File: src/rtl/uart_ram_loader.sv
// uart_ram_loader: receives 8N1 UART bytes, recognises a framed load command
// (sync byte, 16-bit little-endian word count, then payload words) and writes
// the assembled little-endian words sequentially into a RAM write port.
module uart_ram_loader #(
    parameter int         CLKS_PER_BIT = 434,
    parameter int         DATA_WIDTH   = 16,
    parameter int         ADDR_WIDTH   = 10,
    parameter logic [7:0] SYNC_BYTE    = 8'hA5
) (
    input  logic                  CLK_50,
    input  logic                  reset,
    input  logic                  rx,
    output logic                  wr_en,
    output logic [ADDR_WIDTH-1:0] wr_addr,
    output logic [DATA_WIDTH-1:0] wr_data,
    output logic                  busy,
    output logic                  done,
    output logic                  frame_err
);

    localparam int BYTES_PER_WORD = DATA_WIDTH / 8;
    localparam int HALF_BIT       = CLKS_PER_BIT / 2;
    localparam int CNT_W          = $clog2(CLKS_PER_BIT);
    localparam int IDX_W          = (BYTES_PER_WORD > 1) ? $clog2(BYTES_PER_WORD) : 1;

    typedef enum logic [1:0] {R_IDLE, R_START, R_DATA, R_STOP} rxState_t;
    typedef enum logic [1:0] {L_SYNC, L_CNT_LO, L_CNT_HI, L_DATA} loadState_t;

    logic             r_rxMeta;
    logic             r_rxSync;

    rxState_t         r_rxState;
    logic [CNT_W-1:0] r_clkCnt;
    logic [2:0]       r_bitIdx;
    logic [7:0]       r_rxByte;
    logic             r_byteValid;
    logic             r_byteErr;

    loadState_t            r_loadState;
    logic [15:0]           r_count;
    logic [IDX_W-1:0]      r_byteIdx;
    logic [DATA_WIDTH-1:0] r_assemble;
    logic [DATA_WIDTH-1:0] w_nextWord;

    // New bytes enter at the top and shift down, so the first byte of a word ends up in [7:0].
    assign w_nextWord = (r_assemble >> 8) | (DATA_WIDTH'(r_rxByte) << (DATA_WIDTH - 8));

    // Two-flop synchronizer for the asynchronous serial line, idling high.
    always_ff @(posedge CLK_50) begin
        if (reset) begin
            r_rxMeta <= 1'b1;
            r_rxSync <= 1'b1;
        end else begin
            r_rxMeta <= rx;
            r_rxSync <= r_rxMeta;
        end
    end

    // UART receiver: find the start bit centre, then sample data and stop bits one bit period apart.
    always_ff @(posedge CLK_50) begin
        if (reset) begin
            r_rxState   <= R_IDLE;
            r_clkCnt    <= '0;
            r_bitIdx    <= '0;
            r_rxByte    <= '0;
            r_byteValid <= 1'b0;
            r_byteErr   <= 1'b0;
        end else begin
            r_byteValid <= 1'b0;
            r_byteErr   <= 1'b0;
            case (r_rxState)
                R_IDLE: begin
                    if (!r_rxSync) begin
                        r_rxState <= R_START;
                        r_clkCnt  <= '0;
                        r_bitIdx  <= '0;
                    end
                end
                R_START: begin
                    if (r_clkCnt == CNT_W'(HALF_BIT - 1)) begin
                        r_clkCnt  <= '0;
                        r_rxState <= r_rxSync ? R_IDLE : R_DATA;
                    end else begin
                        r_clkCnt <= r_clkCnt + CNT_W'(1);
                    end
                end
                R_DATA: begin
                    if (r_clkCnt == CNT_W'(CLKS_PER_BIT - 1)) begin
                        r_clkCnt <= '0;
                        r_rxByte <= {r_rxSync, r_rxByte[7:1]};
                        if (r_bitIdx == 3'd7) begin
                            r_rxState <= R_STOP;
                        end else begin
                            r_bitIdx <= r_bitIdx + 3'd1;
                        end
                    end else begin
                        r_clkCnt <= r_clkCnt + CNT_W'(1);
                    end
                end
                R_STOP: begin
                    if (r_clkCnt == CNT_W'(CLKS_PER_BIT - 1)) begin
                        r_clkCnt    <= '0;
                        r_rxState   <= R_IDLE;
                        r_byteValid <= r_rxSync;
                        r_byteErr   <= !r_rxSync;
                    end else begin
                        r_clkCnt <= r_clkCnt + CNT_W'(1);
                    end
                end
                default: r_rxState <= R_IDLE;
            endcase
        end
    end

    // Loader: parse sync/count/payload, write whole words, and abort on a bad stop bit.
    always_ff @(posedge CLK_50) begin
        if (reset) begin
            r_loadState <= L_SYNC;
            r_count     <= '0;
            r_byteIdx   <= '0;
            r_assemble  <= '0;
            wr_en       <= 1'b0;
            wr_addr     <= '0;
            wr_data     <= '0;
            busy        <= 1'b0;
            done        <= 1'b0;
            frame_err   <= 1'b0;
        end else begin
            wr_en <= 1'b0;
            done  <= 1'b0;
            case (r_loadState)
                L_SYNC: begin
                    if (r_byteErr) begin
                        frame_err <= 1'b1;
                    end else if (r_byteValid && (r_rxByte == SYNC_BYTE)) begin
                        busy        <= 1'b1;
                        frame_err   <= 1'b0;
                        wr_addr     <= '0;
                        r_loadState <= L_CNT_LO;
                    end
                end
                L_CNT_LO: begin
                    if (r_byteErr) begin
                        busy        <= 1'b0;
                        frame_err   <= 1'b1;
                        r_loadState <= L_SYNC;
                    end else if (r_byteValid) begin
                        r_count[7:0] <= r_rxByte;
                        r_loadState  <= L_CNT_HI;
                    end
                end
                L_CNT_HI: begin
                    if (r_byteErr) begin
                        busy        <= 1'b0;
                        frame_err   <= 1'b1;
                        r_loadState <= L_SYNC;
                    end else if (r_byteValid) begin
                        if ({r_rxByte, r_count[7:0]} == 16'd0) begin
                            done        <= 1'b1;
                            busy        <= 1'b0;
                            r_loadState <= L_SYNC;
                        end else begin
                            r_count     <= {r_rxByte, r_count[7:0]};
                            r_byteIdx   <= '0;
                            r_loadState <= L_DATA;
                        end
                    end
                end
                L_DATA: begin
                    if (wr_en) begin
                        wr_addr <= wr_addr + ADDR_WIDTH'(1);
                        if (r_count == 16'd0) begin
                            done        <= 1'b1;
                            busy        <= 1'b0;
                            r_loadState <= L_SYNC;
                        end
                    end else if (r_byteErr) begin
                        busy        <= 1'b0;
                        frame_err   <= 1'b1;
                        r_loadState <= L_SYNC;
                    end else if (r_byteValid) begin
                        if (r_byteIdx == IDX_W'(BYTES_PER_WORD - 1)) begin
                            wr_data   <= w_nextWord;
                            wr_en     <= 1'b1;
                            r_count   <= r_count - 16'd1;
                            r_byteIdx <= '0;
                        end else begin
                            r_assemble <= w_nextWord;
                            r_byteIdx  <= r_byteIdx + IDX_W'(1);
                        end
                    end
                end
                default: r_loadState <= L_SYNC;
            endcase
        end
    end

endmodule

File: config.mk
export PLATFORM = sky130hd
export DESIGN_NAME = uart_ram_loader
export DESIGN_NICKNAME = d
export VERILOG_FILES = /design/src/rtl/uart_ram_loader.sv
export SDC_FILE = /design/constraint.sdc
export NUM_CORES = 1
export LEC_CHECK = 0
export ABC_AREA = 0
export ABC_CLOCK_PERIOD_IN_PS = 1900
export CORE_MARGIN = 2
export CORE_UTILIZATION = 54
export CTS_BUF_LIST = sky130_fd_sc_hd__clkbuf_4
export DETAILED_ROUTE_END_ITERATION = 16
export PLACE_DENSITY = 0.79
export REMOVE_ABC_BUFFERS = 1
export SLEW_MARGIN = 20
export SYNTH_ARGS = -nofsm -noshare
export SYNTH_HDL_FRONTEND = slang
export SYNTH_SLANG_ARGS = --single-unit
File: constraint.sdc
create_clock -name CLK_50 -period 1.9 [get_ports CLK_50]
set_input_delay 0.285 -clock CLK_50 [delete_from_list [all_inputs] [get_ports CLK_50]]
set_output_delay 0.285 -clock CLK_50 [all_outputs]
set_load 0.02 [all_outputs]
==> impl_metrics.env <==
export IMPL_power_internal_mw=2.06
export IMPL_clockRootBuffer="clkbuf_4"
export IMPL_dp_cells=623
export IMPL_p_switching_uw=738
export IMPL_antenna_found_initial=0
export IMPL_dp_hpwl_um=6280
export IMPL_wire_per_inst_um=14.2
export IMPL_syn_to_final_growth_pct=19.1
export IMPL_p_sw_share_pct=26.4
export IMPL_fin_crit_ns=1.83
export IMPL_slowest_delay_ns=0.64
export IMPL_setup_slack_ns=0.0719
export IMPL_grt_pass1_wl_um=16100
export IMPL_cp_depth=1
export IMPL_coreArea_mm2=0.00721
export IMPL_vias=3692
export IMPL_async_flop_share_pct=0
export IMPL_drive_gt1_share_pct=14.2
export IMPL_cts_tree="built"
export IMPL_seq_area_frac_synth_pct=41.4
export IMPL_drc=0
export IMPL_power_leakage_nw=1.81
export IMPL_overflow=0
export IMPL_power_density_mw_per_mm2=585
export IMPL_relSlewSlack_pct=72.5
export IMPL_worstSetupStartpointType="flip-flop"
export IMPL_grt_use_total_pct=24.0
export IMPL_ant_nets=0
export IMPL_fmax_ghz=0.547
export IMPL_viasPerCell=5.74
export IMPL_die_w_um=90.2
export IMPL_ctsHoldBuffers=0
export IMPL_critical_path_class="reg -> out"
export IMPL_placementRows=31
export IMPL_cts_buffers=9
export IMPL_status="finished, final reports clean"
export IMPL_synth_edf_count=0
export IMPL_path_buf_inv=1
export IMPL_layout_cells_non_filler=643
export IMPL_ff2ff_path_depth=6
export IMPL_pre_cts_ws_ns=0.0135
export IMPL_setup_viol=0
export IMPL_cts_clk_slew_worst_paths_ns=0.15
export IMPL_period_share_pct=96.2
export IMPL_hp_class="in -> reg"
export IMPL_hold_depth=2
export IMPL_die_area_mm2=0.00813
export IMPL_worstPathRequired_ns=1.62
export IMPL_slew_viol_final=0
export IMPL_clock_latency_ns=0.46
export IMPL_endpoint_kind="primary output"
export IMPL_syn_area_mm2=0.00401
export IMPL_p_clk_share_pct=35.0
export IMPL_antenna_cells=0
export IMPL_start_util_pct=55.6
export IMPL_worstMarginPinSlew_ns=0.409
export IMPL_nNetsFinal=550
export IMPL_syn_area_per_cell_um2=8.17
export IMPL_hp_start="reset"
export IMPL_utilization_pct=66.2
export IMPL_combPwrFrac_pct=2.4
export IMPL_grt_pass1_vias=3556
export IMPL_r2r_start="r_count[4]"
export IMPL_first_iter_violations=179
export IMPL_io_buffer_count=32
export IMPL_seqPwrFrac_pct=62.6
export IMPL_path_cells="clkdlybuf4s50_1"
export IMPL_drtPass1Iterations=4
export IMPL_die_h_um=90.2
export IMPL_cpLargestDelayFamily="buffers and inverters"
export IMPL_wl_um=9120
export IMPL_cp_arrival_ns=1.54
export IMPL_synthTopCellsByCount="83 x dfxtp_1, 81 x nand2_1, 58 x nor2_1"
export IMPL_grt_start_max_net_pins=47
export IMPL_hold_viol_final=0
export IMPL_yosysMostFrequentCell="dfxtp_1"
export IMPL_clock_skew_ns=0.0142
export IMPL_critPathSlowestCell="clkdlybuf4s50_1"
export IMPL_ys_ff_latch=83
export IMPL_yosysWarnings=0
export IMPL_synth_cell_type_count=57
export IMPL_synthCells=491
export IMPL_yosysTopAreaCellShare_pct=41.4
export IMPL_max_cap_viol_count=0
export IMPL_ir_worst_vdd_uv=517
export IMPL_startpoint="wr_addr[3]"
export IMPL_yosysTopAreaCell="dfxtp_1"
export IMPL_clock_sinks=83
export IMPL_gp_congestion=0.901
export IMPL_htree_levels=3
export IMPL_io_pins=33
export IMPL_rsz0062_at_grt="yes"
export IMPL_cts_buffer_depth=2
export IMPL_synthFlopType="dfxtp_1"
export IMPL_synth_area_leaders="dfxtp_1 41%, nand2_1 7.6%, a21oi_1 5.7%"
export IMPL_path_max_fanout=5
-- final cells by class --
cell class                      count  area, um2
Clock buffer                        9       67.6
Sequential cell                    83       1670
Clock inverter                      7       58.8
Timing Repair Buffer               66        602
Fill cell                         627       2440
Inverter                            9       33.8
Tap cell                           99        124
Multi-Input combinational cell    370       2220
-- registers in the layout (all words and copies together) (netlist names), named ones only --
signal       count
busy             1
done             1
frame_err        1
r_assemble       8
r_bitIdx         3
r_byteErr        1
r_byteIdx        1
r_byteValid      1
r_clkCnt         9
r_count         16
r_loadState      2
r_rxByte         8
r_rxMeta         1
r_rxState        1
r_rxSync         1
wr_addr         10
wr_data         16
wr_en            1
-- cell families (layout without fill, tap and decap cells) --
kind of cell / Yosys count / in the layout / synth area share (%)
xor gates and xnor gates: 10 / 10 / 2.18
adders and majority gates: 8 / 8 / 2.50
DFF: 83 / 83 / 41.4
muxes: 20 / 20 / 4.99
and+or+nand+nor: 223 / 223 / 27.5
AOI/OAI and AO/OA: 109 / 109 / 17.6
buffers and inverters: 38 / 91 / 3.74
-- metal layers --
metal,routed length (um),global-route usage [%],vias up,share of wire (%)
li1,-,-,1832,-
met1,4050,30.4,1741,44
met2,4450,39.9,103,49
met3,479,5.62,16,5.3
met4,140,9.23,0,1.5
met5,0,0,-,0
-- repair_timing --
item | 4_1_cts | 5_1_grt
endpoints found under the setup margin | 2 | 26
setup buffers | 0 | 4
resized for setup | 2 | 13
pin swaps | 0 | 2
-- layout by cell type, fill, tap and decap left out, drive strengths merged, types with 4 or more instances in the layout --
master / Yosys / final
nand3: 13 / 13
a22oi: 5 / 5
dfxtp: 83 / 83
nor4: 8 / 8
a31oi: 5 / 5
xor2: 5 / 5
nor2: 59 / 59
a21oi: 46 / 46
nand2: 81 / 81
clkbuf: 23 / 9
and2: 5 / 5
inv: 9 / 13
clkdlybuf4s50: 0 / 27
mux2i: 20 / 20
o211ai: 4 / 4
ha: 8 / 8
xnor2: 5 / 5
nor3: 13 / 13
o31ai: 4 / 4
nand4: 9 / 9
buf: 6 / 35
nand2b: 8 / 8
o21ai: 18 / 18
-- power groups by stage --
stage	logic (mW)	registers (mW)	clock network, mW
after global routing	0.0749	1.75	1.07
after floorplan	0.0226	1.79	0
after detailed placement	0.0668	1.79	0
final	0.0671	1.75	0.979
after CTS	0.0669	1.75	1.01
after global placement	0.0655	1.79	0
-- stage by stage --
step                      hold slack [ns]  cell area (um2)  TNS (ns)  power [mW]
after floorplan                     0.354             3890     -1.59        1.81
after CTS                           0.164             4720         0        2.82
after global routing                0.178             4780   -0.0119        2.90
after detailed placement            0.392             4580         0        1.86
after global placement              0.391             4580         0        1.85
final                               0.185             4780         0        2.80
-- path summary, 6_finish.rpt --
path	endpoint	slack, ns
hold reg to reg	r_rxSync	0.42
hold / removal	r_assemble[8]	0.18
setup / recovery	wr_addr[3]	0.07
setup reg to reg	r_count[9]	0.12
Power figures use the tool's default switching activity.
